==> src/rtl/mioc_od_rx_filter.sv <==
// Receive-side filter for a pulled-up open-drain node: synchronizes, debounces, flags edges,
// counts completed low pulses and raises a sticky flag when the node stays low too long.
module mioc_od_rx_filter #(
  parameter int SYNC_STAGES = 2,
  parameter int FILT_LEN    = 3,
  parameter int CNT_W       = 8,
  parameter int TIMEOUT     = 64
) (
  input  logic             clk,
  input  logic             rst,
  input  logic             in1,
  input  logic             en,
  input  logic             clr,
  output logic             z,
  output logic             fall,
  output logic             rise,
  output logic [CNT_W-1:0] cnt,
  output logic             stuck
);

  typedef enum logic [1:0] {HIGH, QLOW, LOW, QHIGH} state_t;

  localparam logic [3:0]       FILT    = 4'(FILT_LEN);
  localparam logic [15:0]      TOUT    = 16'(TIMEOUT);
  localparam logic [CNT_W-1:0] CNT_MAX = '1;

  state_t                 state, state_nx;
  logic [3:0]             qcnt, qcnt_nx, qcnt_inc;
  logic [15:0]            lcnt, lcnt_nx;
  logic [CNT_W-1:0]       cnt_nx;
  logic                   z_nx, fall_nx, rise_nx, stuck_nx;
  logic                   in_safe, s;
  logic [SYNC_STAGES-1:0] sync_q;

  // A floating or unknown node reads as the pull-up level.
  assign in_safe  = (in1 === 1'b0) ? 1'b0 : 1'b1;
  assign s        = sync_q[SYNC_STAGES-1];
  assign qcnt_inc = qcnt + 4'd1;

  always_comb begin
    state_nx = state;
    qcnt_nx  = qcnt;
    z_nx     = z;
    fall_nx  = 1'b0;
    rise_nx  = 1'b0;
    if (!en) begin
      qcnt_nx = 4'd0;
      if (state == QLOW)
        state_nx = HIGH;
      else if (state == QHIGH)
        state_nx = LOW;
    end else begin
      case (state)
        HIGH: if (!s) begin
          if (FILT == 4'd1) begin
            state_nx = LOW;
            z_nx     = 1'b0;
            fall_nx  = 1'b1;
            qcnt_nx  = 4'd0;
          end else begin
            state_nx = QLOW;
            qcnt_nx  = 4'd1;
          end
        end
        QLOW: if (!s) begin
          if (qcnt_inc == FILT) begin
            state_nx = LOW;
            z_nx     = 1'b0;
            fall_nx  = 1'b1;
            qcnt_nx  = 4'd0;
          end else begin
            qcnt_nx  = qcnt_inc;
          end
        end else begin
          state_nx = HIGH;
          qcnt_nx  = 4'd0;
        end
        LOW: if (s) begin
          if (FILT == 4'd1) begin
            state_nx = HIGH;
            z_nx     = 1'b1;
            rise_nx  = 1'b1;
            qcnt_nx  = 4'd0;
          end else begin
            state_nx = QHIGH;
            qcnt_nx  = 4'd1;
          end
        end
        QHIGH: if (s) begin
          if (qcnt_inc == FILT) begin
            state_nx = HIGH;
            z_nx     = 1'b1;
            rise_nx  = 1'b1;
            qcnt_nx  = 4'd0;
          end else begin
            qcnt_nx  = qcnt_inc;
          end
        end else begin
          state_nx = LOW;
          qcnt_nx  = 4'd0;
        end
        default: begin
          state_nx = HIGH;
          qcnt_nx  = 4'd0;
        end
      endcase
    end
  end

  // lcnt counts cycles already spent low; clr restarts it and wins over any count or flag update.
  always_comb begin
    lcnt_nx  = 16'd0;
    cnt_nx   = cnt;
    stuck_nx = stuck;
    if ((state == LOW || state == QHIGH) && state_nx != HIGH)
      lcnt_nx = (lcnt == TOUT) ? lcnt : lcnt + 16'd1;
    if (rise_nx && cnt != CNT_MAX)
      cnt_nx = cnt + 1'b1;
    if (lcnt_nx == TOUT)
      stuck_nx = 1'b1;
    if (clr) begin
      lcnt_nx  = 16'd0;
      cnt_nx   = '0;
      stuck_nx = 1'b0;
    end
  end

  always_ff @(posedge clk) begin
    if (rst) begin
      sync_q <= '1;
      state  <= HIGH;
      qcnt   <= 4'd0;
      lcnt   <= 16'd0;
      z      <= 1'b1;
      fall   <= 1'b0;
      rise   <= 1'b0;
      cnt    <= '0;
      stuck  <= 1'b0;
    end else begin
      sync_q <= {sync_q[SYNC_STAGES-2:0], in_safe};
      state  <= state_nx;
      qcnt   <= qcnt_nx;
      lcnt   <= lcnt_nx;
      z      <= z_nx;
      fall   <= fall_nx;
      rise   <= rise_nx;
      cnt    <= cnt_nx;
      stuck  <= stuck_nx;
    end
  end

endmodule

==> config.mk <==
export PLATFORM = sky130hd
export DESIGN_NAME = mioc_od_rx_filter
export DESIGN_NICKNAME = d
export VERILOG_FILES = /design/src/rtl/mioc_od_rx_filter.sv
export SDC_FILE = /design/constraint.sdc
export NUM_CORES = 1
export LEC_CHECK = 0
export CORE_ASPECT_RATIO = 1.4
export CORE_MARGIN = 2
export CORE_UTILIZATION = 55
export CTS_BUF_LIST = sky130_fd_sc_hd__clkbuf_4 sky130_fd_sc_hd__clkbuf_8
export DETAILED_ROUTE_END_ITERATION = 6
export MAX_ROUTING_LAYER = met4
export PLACE_DENSITY = 0.77
export SKIP_CTS_REPAIR_TIMING = 1
export SYNTH_ARGS = -nofsm -noshare
export SYNTH_HDL_FRONTEND = slang
export SYNTH_SLANG_ARGS = --single-unit
==> constraint.sdc <==
create_clock -name clk -period 5.3 [get_ports clk]
set_input_delay 0.795 -clock clk [delete_from_list [all_inputs] [get_ports clk]]
set_output_delay 0.795 -clock clk [all_outputs]
set_load 0.05 [all_outputs]
==> flow_summary.yaml, run 1 <==
yosys:
  ys.flop_type: "dfxtp_1"
  synth_top_area_frac: 0.3918
  syn_inst: 212
  synth_warnings: 0
  ys_async_sr_fraction: 0
  ys_types: 48
  avgSynthCellArea_um2: 8.676
  syn_nets: 222
  mappedNetlistArea_um2: 1839
  synth_edf_count: 0
  yosysTopAreaCell: "dfxtp_1"
  ys_ff_latch: 36
  ys_seq_area_frac: 0.3918
  synth_area_leaders: "dfxtp_1, nor2_1, xnor2_1"
worst_setup_path:
  worstPathCellList: "clkdlybuf4s50_1 -> nand3_1 -> or4_4 -> or4_1 -> a21oi_1"
  required_ps: 5520
  endpoint_kind: "register"
  cp_slowest_cell: "or4_4"
  cp_num_buf_inv: 1
  slowest_delay_ps: 610
  cp.arrival_ps: 2710
  cp_top_family: "simple AND/OR/NAND/NOR gates"
  cp-start-kind: "primary input"
  critPathKind: "primary input to register"
  crit_path_max_fanout: 13
power:
  p_leak_uw: 0.0006915
  p_per_area_nw_per_um2: 244.0
  ir_drop_uv: 190.4
timing:
  finalSetupViolCount: 0
  rsz0062_at_grt: "false"
  tightest_slew_ps: 512.8
  period_share: 0.4685
  finalHoldViolCount: 0
  fin_setup_tns_ps: 0
  drv_slew: 0
  period_needed_ps: 2483
  max_freq_mhz: 402.7
  skew_ps: 7.459
  setup_ws_ps: 2817
  slew_headroom: 0.6571
global_routing:
  grt_overflow_total: 0
  grt_use_total: 0.2347
  grt_start_max_net_pins: 18
  grt_antenna_before_repair: 0
  grt_pass1_wl_um: 6555
  grt_pass1_vias: 1584
final_layout:
  area_delta_synth_final_pct: 15.78
  final_cell_mix: "dfxtp_1, nor2_1, clkdlybuf4s50_1, a21oi_1, nand3_1"
  final_common_cell: "dfxtp_1"
  multi_input_comb_area_um2: 1062
  final_cell_area_um2: 2130
  antennaDiodeCount: 0
  final_nets: 238
  seqCellArea_um2: 720.7
  drive_gt1_frac: 0.08734
  nFillCells: 292
clocking:
  root_buffer: "clkbuf_8"
  clk_pin_slew_ps: 80
  numCtsBuffers: 5
  clock_latency_ps: 290
  cts_buffer_depth: 2
  cts_tree: "yes"
  cts.sinks: 36
  cts_max_level: 2
floorplanning:
  die-area_um2: 3829
  dieHeight_um: 72.42
  rows: 24
  start_util: 0.5833
  die_x_um: 52.88
  coreArea_um2: 3153
  io_pins: 17
routing:
  ant_nets: 0
  drt-initial-drc-count: 49
  wl_per_cell_um: 14.45
  wl_um: 3872
  drc: 0
  dr.pass1.iters: 4
  via_per_inst: 6.078
  vias: 1629
placement:
  place_hpwl_um: 2819
  detailed_place.area_um2: 2018
  gp_congestion: 0.8674
  port_buffers: 16
  dp_slack_ps: 2517
flow_run:
  maxCapViolations: 0
outcome:
  status: "finished clean"
worst_hold_path:
  hold_class: "register to register"
-- worst paths after layout --
path	startpoint	to	slack (ps)	depth (start not counted)
hold / removal	sync_q[0]$_SDFF_PP1_	sync_q[1]$_SDFF_PP1_	420	1
setup / recovery	en	cnt[5]$_SDFFE_PP0P_	2820	5
setup reg to reg	qcnt[0]$_SDFFE_PP0P_	cnt[5]$_SDFFE_PP0P_	2950	5
hold reg to reg	sync_q[0]$_SDFF_PP1_	sync_q[1]$_SDFF_PP1_	420	1
-- cells by family after synthesis --
logic type / synth area share
adders and majority gates: 0.03401
DFF: 0.3918
buffers and inverters: 0.03061
AOI/OAI and AO/OA: 0.1422
and+or+nand+nor: 0.3054
muxes: 0.005442
xor gates and xnor gates: 0.09048
-- metal layers --
layer	share of wire	track usage	wire length, um
met5	0	-	0
met4	0.028	0.1168	108
met3	0.029	0.04321	113
met2	0.56	0.4319	2167
met1	0.38	0.2248	1482
-- state kept, by name, summed over array words and instances, names as in the netlist --
name,count
lcnt,16
cnt,8
qcnt,4
state,2
sync_q,2
fall,1
rise,1
stuck,1
z,1
-- cell usage after synthesis (5+ instances only) --
| cell type | number |
|---|---|
| nand2_1 | 10 |
| o21ai_0 | 6 |
| clkbuf_1 | 6 |
| or3_1 | 5 |
| a21oi_1 | 14 |
| xor2_1 | 9 |
| nand3_1 | 13 |
| nor3_1 | 6 |
| nor2_1 | 27 |
| inv_1 | 5 |
| and4_1 | 5 |
| ha_1 | 5 |
| xnor2_1 | 10 |
| dfxtp_1 | 36 |
-- through the flow --
stage / total power [uW] / instances / utilization / hold slack [ps]
after floorplan: 283.1 / 212 / - / 389.5
after global placement: 286.8 / 260 / 0.6401 / 391.1
after detailed placement: 287.2 / 260 / 0.6401 / 396.5
after CTS: 524.7 / 268 / 0.6754 / 417.7
after global routing: 537.7 / 268 / 0.6754 / 449.8
final: 519.6 / 268 / 0.6754 / 416.1
-- power breakdown --
part	switching [uW]	total, uW	leakage [uW]	internal [uW]
Clock	99.6	239	0.0000541	139
Combinational	4.32	8.63	0.000347	4.31
Sequential	1.02	272	0.000290	271
-- layout make-up --
cell class                 instances  share of cell area
inverter                           5            0.008813
clock inverter                     3             0.01998
tap                               39             0.02291
clock buffer                       5             0.03231
sequential                        36              0.3384
multi-input combinational        163              0.4988
timing repair buffer              17             0.07873
Note: power is estimated with default switching activity, not from simulation.
==> run 2: changes to the inputs <==
--- a/config.mk
+++ b/config.mk
@@ -7,7 +7,7 @@
 export LEC_CHECK = 0
 export CORE_ASPECT_RATIO = 1.4
 export CORE_MARGIN = 2
-export CORE_UTILIZATION = 55
+export CORE_UTILIZATION = 53
 export CTS_BUF_LIST = sky130_fd_sc_hd__clkbuf_4 sky130_fd_sc_hd__clkbuf_8
 export DETAILED_ROUTE_END_ITERATION = 6
 export MAX_ROUTING_LAYER = met4
==> constraint.sdc (replaced) <==
create_clock -name clk -period 2.03 [get_ports clk]
set_input_delay 0.3045 -clock clk [delete_from_list [all_inputs] [get_ports clk]]
set_output_delay 0.3045 -clock clk [all_outputs]
set_load 0.05 [all_outputs]
==> run 2 against run 1 <==
Against the previous run: sequential share of layout area down 3.7 points; via count up 0.92%; global-route usage down 0.91 points; cell area grew 14%; clock-buffer cell count did not move; worst setup slack worse by 2800 ps; clock skew grew 2.8 ps; first-iteration DRC count down 6.1%.
==> flow_summary.yaml, run 2 (synthesized netlist as in run 1, its figures left out) <==
final_layout:
  instances_no_fill: 292
  top_regs: "lcnt: 16 flops, cnt: 8 flops, qcnt: 4 flops"
  final_nets: 261
  final_cell_area_um2: 2425
  drive_gt1_frac: 0.2262
  antennaDiodeCount: 0
  final_cell_mix: "dfxtp_1, nor2_1, buf_4, clkdlybuf4s50_1, a21oi_1"
  top_register: "lcnt"
  largest_register_ffs: 16
  area_delta_synth_final_pct: 31.84
  final_common_cell: "dfxtp_1"
routing:
  wl_per_cell_um: 13.75
  drc: 0
  drt-initial-drc-count: 46
  wl_um: 4016
  vias: 1644
  via_per_inst: 5.630
  dr.pass1.iters: 4
  ant_nets: 0
worst_setup_path:
  worstPathCellList: "ha_4 -> nor3_4 -> a41oi_4 -> or4_4 -> or4_4 -> a21oi_2"
  crit_path_max_fanout: 5
  r2r_end: "cnt[7]$_SDFFE_PP0P_"
  endpoint_kind: "register"
  critPathKind: "register to register"
  cp_top_family: "simple AND/OR/NAND/NOR gates"
  cp-start-kind: "register"
  worstRegToRegCells: 6
  crit-reg2reg-launch: "qcnt[1]$_SDFFE_PP0P_"
  cp-startpoint: "qcnt[1]$_SDFFE_PP0P_"
  r2r_slack_ps: 30
  required_ps: 2260
  cp_common_cell: "or4_4"
  cp_num_buf_inv: 0
  cp_slowest_cell: "or4_4"
  cp.arrival_ps: 2230
  slowest_delay_ps: 540
clocking:
  numCtsBuffers: 5
  clk_pin_slew_ps: 80
  cts_tree: "yes"
  root_buffer: "clkbuf_8"
  cts_buffer_depth: 2
  clock_latency_ps: 290
  cts.sinks: 36
  cts_max_level: 2
global_routing:
  grt_pass1_vias: 1511
  grt_pass1_wl_um: 6327
  grt_use_total: 0.2256
  grt_start_max_net_pins: 17
  grt_antenna_before_repair: 0
  grt_overflow_total: 0
timing:
  finalHoldViolCount: 0
  period_share: 0.9840
  tightest_slew_ps: 499.1
  period_needed_ps: 1998
  skew_ps: 10.21
  max_freq_mhz: 500.6
  slew_headroom: 0.6662
  finalSetupViolCount: 0
  rsz0062_at_grt: "true"
  drv_slew: 0
worst_hold_path:
  hold_class: "register to register"
  whs_endpoint: "sync_q[1]$_SDFF_PP1_"
  holdPathStages: 1
  min_from: "sync_q[0]$_SDFF_PP1_"
power:
  p_per_area_nw_per_um2: 668.2
  ir_drop_uv: 854.7
  p_leak_uw: 0.0008369
  power_uw: 1620
placement:
  gp_congestion: 0.8550
  detailed_place.area_um2: 2206
  place_hpwl_um: 2775
  placedCellCount: 282
  port_buffers: 16
floorplanning:
  start_util: 0.5495
  coreArea_um2: 3347
  io_pins: 17
  dieHeight_um: 73.70
  rows: 25
  die_x_um: 53.79
  die-area_um2: 3964
flow_run:
  maxCapViolations: 0
outcome:
  status: "finished clean"
-- run 2: worst max path at each step --
stage,end,cells past startpoint
floorplan,cnt[3]$_SDFFE_PP0P_,7
global placement,cnt[5]$_SDFFE_PP0P_,5
detailed placement,cnt[7]$_SDFFE_PP0P_,5
CTS,cnt[7]$_SDFFE_PP0P_,6
global route,cnt[7]$_SDFFE_PP0P_,6
finish,cnt[7]$_SDFFE_PP0P_,6
-- run 2: area by class of cell --
cell class                 instances  area, um^2
clock buffer                       5       68.82
clock inverter                     3       90.09
fill                             265       922.1
inverter                           5       18.77
multi-input combinational        164        1129
sequential                        36       732.0
tap                               40       50.05
timing repair buffer              39       336.6
-- run 2: stage by stage --
step	worst slack, ps	util	hold WS (ps)	setup TNS [ps]
3_3_place_gp	-99.55	0.6591	401.5	-220.4
2_1_floorplan	11.63	-	389.5	0
5_1_grt	-23.84	0.7245	447.0	-46.85
6_report	32.46	0.7245	444.6	0
3_5_place_dp	-119.1	0.6591	410.4	-275.3
4_1_cts	-79.04	0.7065	435.6	-167.9
-- run 2: power breakdown --
part | switching (uW) | internal [uW]
Clock | 269 | 615
Sequential | 2.81 | 706
Combinational | 13.8 | 14.3
-- run 2: metal layers --
| metal | vias to the layer above | track usage | routed length, um |
|---|---|---|---|
| met5 | - | - | 0 |
| met4 | 0 | 0.1140 | 76 |
| met3 | 5 | 0.05691 | 114 |
| met2 | 28 | 0.3916 | 2143 |
| met1 | 761 | 0.2253 | 1682 |
| li1 | 850 | - | - |
-- run 2: worst register-to-register path, cell delays in order (launching register included) --
cell and delay [ps]:
dfxtp_4 370, ha_4 180, nor3_4 140, a41oi_4 60, or4_4 540, or4_4 500, a21oi_2 140
==> run 3: changes to the inputs <==
--- a/config.mk
+++ b/config.mk
@@ -5,13 +5,15 @@
 export SDC_FILE = /design/constraint.sdc
 export NUM_CORES = 1
 export LEC_CHECK = 0
+export ABC_AREA = 1
 export CORE_ASPECT_RATIO = 1.4
 export CORE_MARGIN = 2
-export CORE_UTILIZATION = 53
+export CORE_UTILIZATION = 54
 export CTS_BUF_LIST = sky130_fd_sc_hd__clkbuf_4 sky130_fd_sc_hd__clkbuf_8
 export DETAILED_ROUTE_END_ITERATION = 6
+export GPL_TIMING_DRIVEN = 0
 export MAX_ROUTING_LAYER = met4
-export PLACE_DENSITY = 0.77
+export PLACE_DENSITY = 0.78
 export SKIP_CTS_REPAIR_TIMING = 1
 export SYNTH_ARGS = -nofsm -noshare
 export SYNTH_HDL_FRONTEND = slang
==> run 3 against run 2 <==
Against the previous run: wire length decreased by 3.4%; fmax rose by 7.9%; clock power is 40% lower; critical path type is now register to output port; critical endpoint is now cnt[2].
==> flow_summary.yaml, run 3 <==
timing:
  skew_ps: 6.158
  slew_headroom: 0.6672
  drv_slew: 0
  finalHoldViolCount: 0
  rsz0062_at_grt: "false"
  fin_setup_tns_ps: 0
  tightest_slew_ps: 497.7
  max_freq_mhz: 540.0
  period_needed_ps: 1852
  period_share: 0.9123
  finalSetupViolCount: 0
clocking:
  cts_buffer_depth: 2
  cts.sinks: 36
  root_buffer: "clkbuf_8"
  cts_tree: "yes"
  clock_latency_ps: 290
  numCtsBuffers: 5
  cts_max_level: 2
  clk_pin_slew_ps: 70
routing:
  wl_um: 3880
  ant_nets: 0
  drc: 0
  dr.pass1.iters: 5
  via_per_inst: 5.173
  drt-initial-drc-count: 45
  vias: 1790
  wl_per_cell_um: 11.21
worst_setup_path:
  endpoint_kind: "output port"
  cp-startpoint: "cnt[2]$_SDFFE_PP0P_"
  timing.critical_path.to: "cnt[2]"
  critPathKind: "register to output port"
  required_ps: 1730
  worstRegToRegCells: 11
  worstPathCellList: "clkdlybuf4s50_1"
  cp_num_buf_inv: 1
  crit_path_max_fanout: 6
  slowest_delay_ps: 830
  r2r_end: "lcnt[3]$_SDFF_PP0_"
  cp_slowest_cell: "clkdlybuf4s50_1"
  cp.arrival_ps: 1550
  crit-reg2reg-launch: "qcnt[1]$_SDFFE_PP0P_"
  cp-start-kind: "register"
  r2r_slack_ps: 200
  cp_top_family: "buffers and inverters"
  cp.depth: 1
final_layout:
  largest_register_ffs: 16
  final_common_cell: "nand2_1"
  antennaDiodeCount: 0
  top_register: "lcnt"
  top_regs: "lcnt: 16 flops, cnt: 8 flops, qcnt: 4 flops"
  area_delta_synth_final_pct: 15.71
  drive_gt1_frac: 0.1144
  final_cell_mix: "nand2_1, nor2_1, dfxtp_1, inv_1, nand3_1"
  final_nets: 315
  post-route-util: 0.6620
yosys:
  synth_warnings: 0
  mappedNetlistArea_um2: 1951
  ys_async_sr_fraction: 0
  ys.flop_type: "dfxtp_1"
  ys_types: 33
  syn_nets: 292
  synth_top_area_frac: 0.3695
  ys_ff_latch: 36
  avgSynthCellArea_um2: 6.917
  synth_commonest_cells: "nand2_1, nor2_1, dfxtp_1, inv_1, nand3_1"
  ys_seq_area_frac: 0.3695
  yosysMostFrequentCell: "nand2_1"
  synth_area_leaders: "dfxtp_1, nand2_1, nor2_1"
  syn_inst: 282
  synth_edf_count: 0
  yosysTopAreaCell: "dfxtp_1"
global_routing:
  grt_pass1_vias: 1537
  grt_pass1_wl_um: 6534
  grt_use_total: 0.2262
  grt_start_max_net_pins: 12
  grt_antenna_before_repair: 0
  grt_overflow_total: 0
worst_hold_path:
  hold_class: "register to register"
placement:
  place_hpwl_um: 2936
  gp_congestion: 0.8783
  port_buffers: 16
power:
  ir_drop_uv: 707.7
  p_leak_uw: 0.0008759
  p_per_area_nw_per_um2: 562.5
floorplanning:
  io_pins: 17
  coreArea_um2: 3410
  start_util: 0.5721
  dieHeight_um: 75.12
  die-area_um2: 4116
  rows: 25
  die_x_um: 54.80
outcome:
  status: "finished clean"
flow_run:
  maxCapViolations: 0
## run 3: cell types whose count changed after synthesis, moves of 4 or more
cell | before | now
and4_1 | 5 | 0
clkbuf_1 | 6 | 0
inv_1 | 5 | 28
nand2_1 | 10 | 60
nand2_2 | 0 | 4
nand3_1 | 13 | 21
nor2_1 | 27 | 55
or3_1 | 5 | 0
xnor2_1 | 10 | 5
xor2_1 | 9 | 5
## run 3: logic make-up (layout without fill, tap and decap cells)
| logic type | Yosys count | in the layout | share of synthesized area |
|---|---|---|---|
| AO/OA/AOI/OAI | 27 | 27 | 0.07697 |
| buffers and inverters | 36 | 60 | 0.07184 |
| adder cells (fa/ha/maj) | 5 | 5 | 0.03207 |
| flip-flops | 36 | 36 | 0.3695 |
| AND/OR/NAND/NOR | 168 | 168 | 0.4047 |
| XOR/XNOR | 10 | 10 | 0.04490 |
## run 3: stage by stage
stage	power (uW)	hold slack (ps)	setup WS, ps	cell area (um^2)	std cells
after floorplan	740.7	383.8	149.0	1951	282
after global placement	754.1	393.4	48.89	2161	338
after detailed placement	754.3	398.9	44.69	2161	338
after CTS	1285	416.7	148.9	2253	346
after global routing	1310	422.6	4.320	2257	346
final	1270	414.4	178.1	2257	346
## run 3: cell type report
class	count	area (um^2)
Buffer	3	15.01
Clock buffer	6	82.58
Clock inverter	2	10.01
Fill cell	318	1152
Inverter	33	125.1
Multi-Input combinational cell	210	1092
Sequential cell	36	721.9
Tap cell	40	50.05
Timing Repair Buffer	16	160.2
## run 3: power by group
| part | leakage (uW) | total [uW] | switching (uW) | internal (uW) |
|---|---|---|---|---|
| Clock | 0.0000510 | 532 | 261 | 271 |
| Sequential | 0.000291 | 711 | 2.91 | 708 |
| Combinational | 0.000534 | 26.4 | 14.8 | 11.6 |
## run 3: how the worst min path moves through the flow
stage               cells after the start                  from  slack [ps]              endpoint
floorplan                               1                   rst         380       rise$_SDFF_PP0_
global placement                        1  sync_q[0]$_SDFF_PP1_         390  sync_q[1]$_SDFF_PP1_
detailed placement                      1  sync_q[0]$_SDFF_PP1_         400  sync_q[1]$_SDFF_PP1_
CTS                                     1  sync_q[0]$_SDFF_PP1_         420  sync_q[1]$_SDFF_PP1_
global route                            1  sync_q[0]$_SDFF_PP1_         420  sync_q[1]$_SDFF_PP1_
finish                                  1  sync_q[0]$_SDFF_PP1_         410  sync_q[1]$_SDFF_PP1_
## run 3: routing by layer
layer	global-route usage	part of all wire
met4	0.1056	0.027
met5	-	0
met2	0.3690	0.51
met3	0.05357	0.032
met1	0.2540	0.43
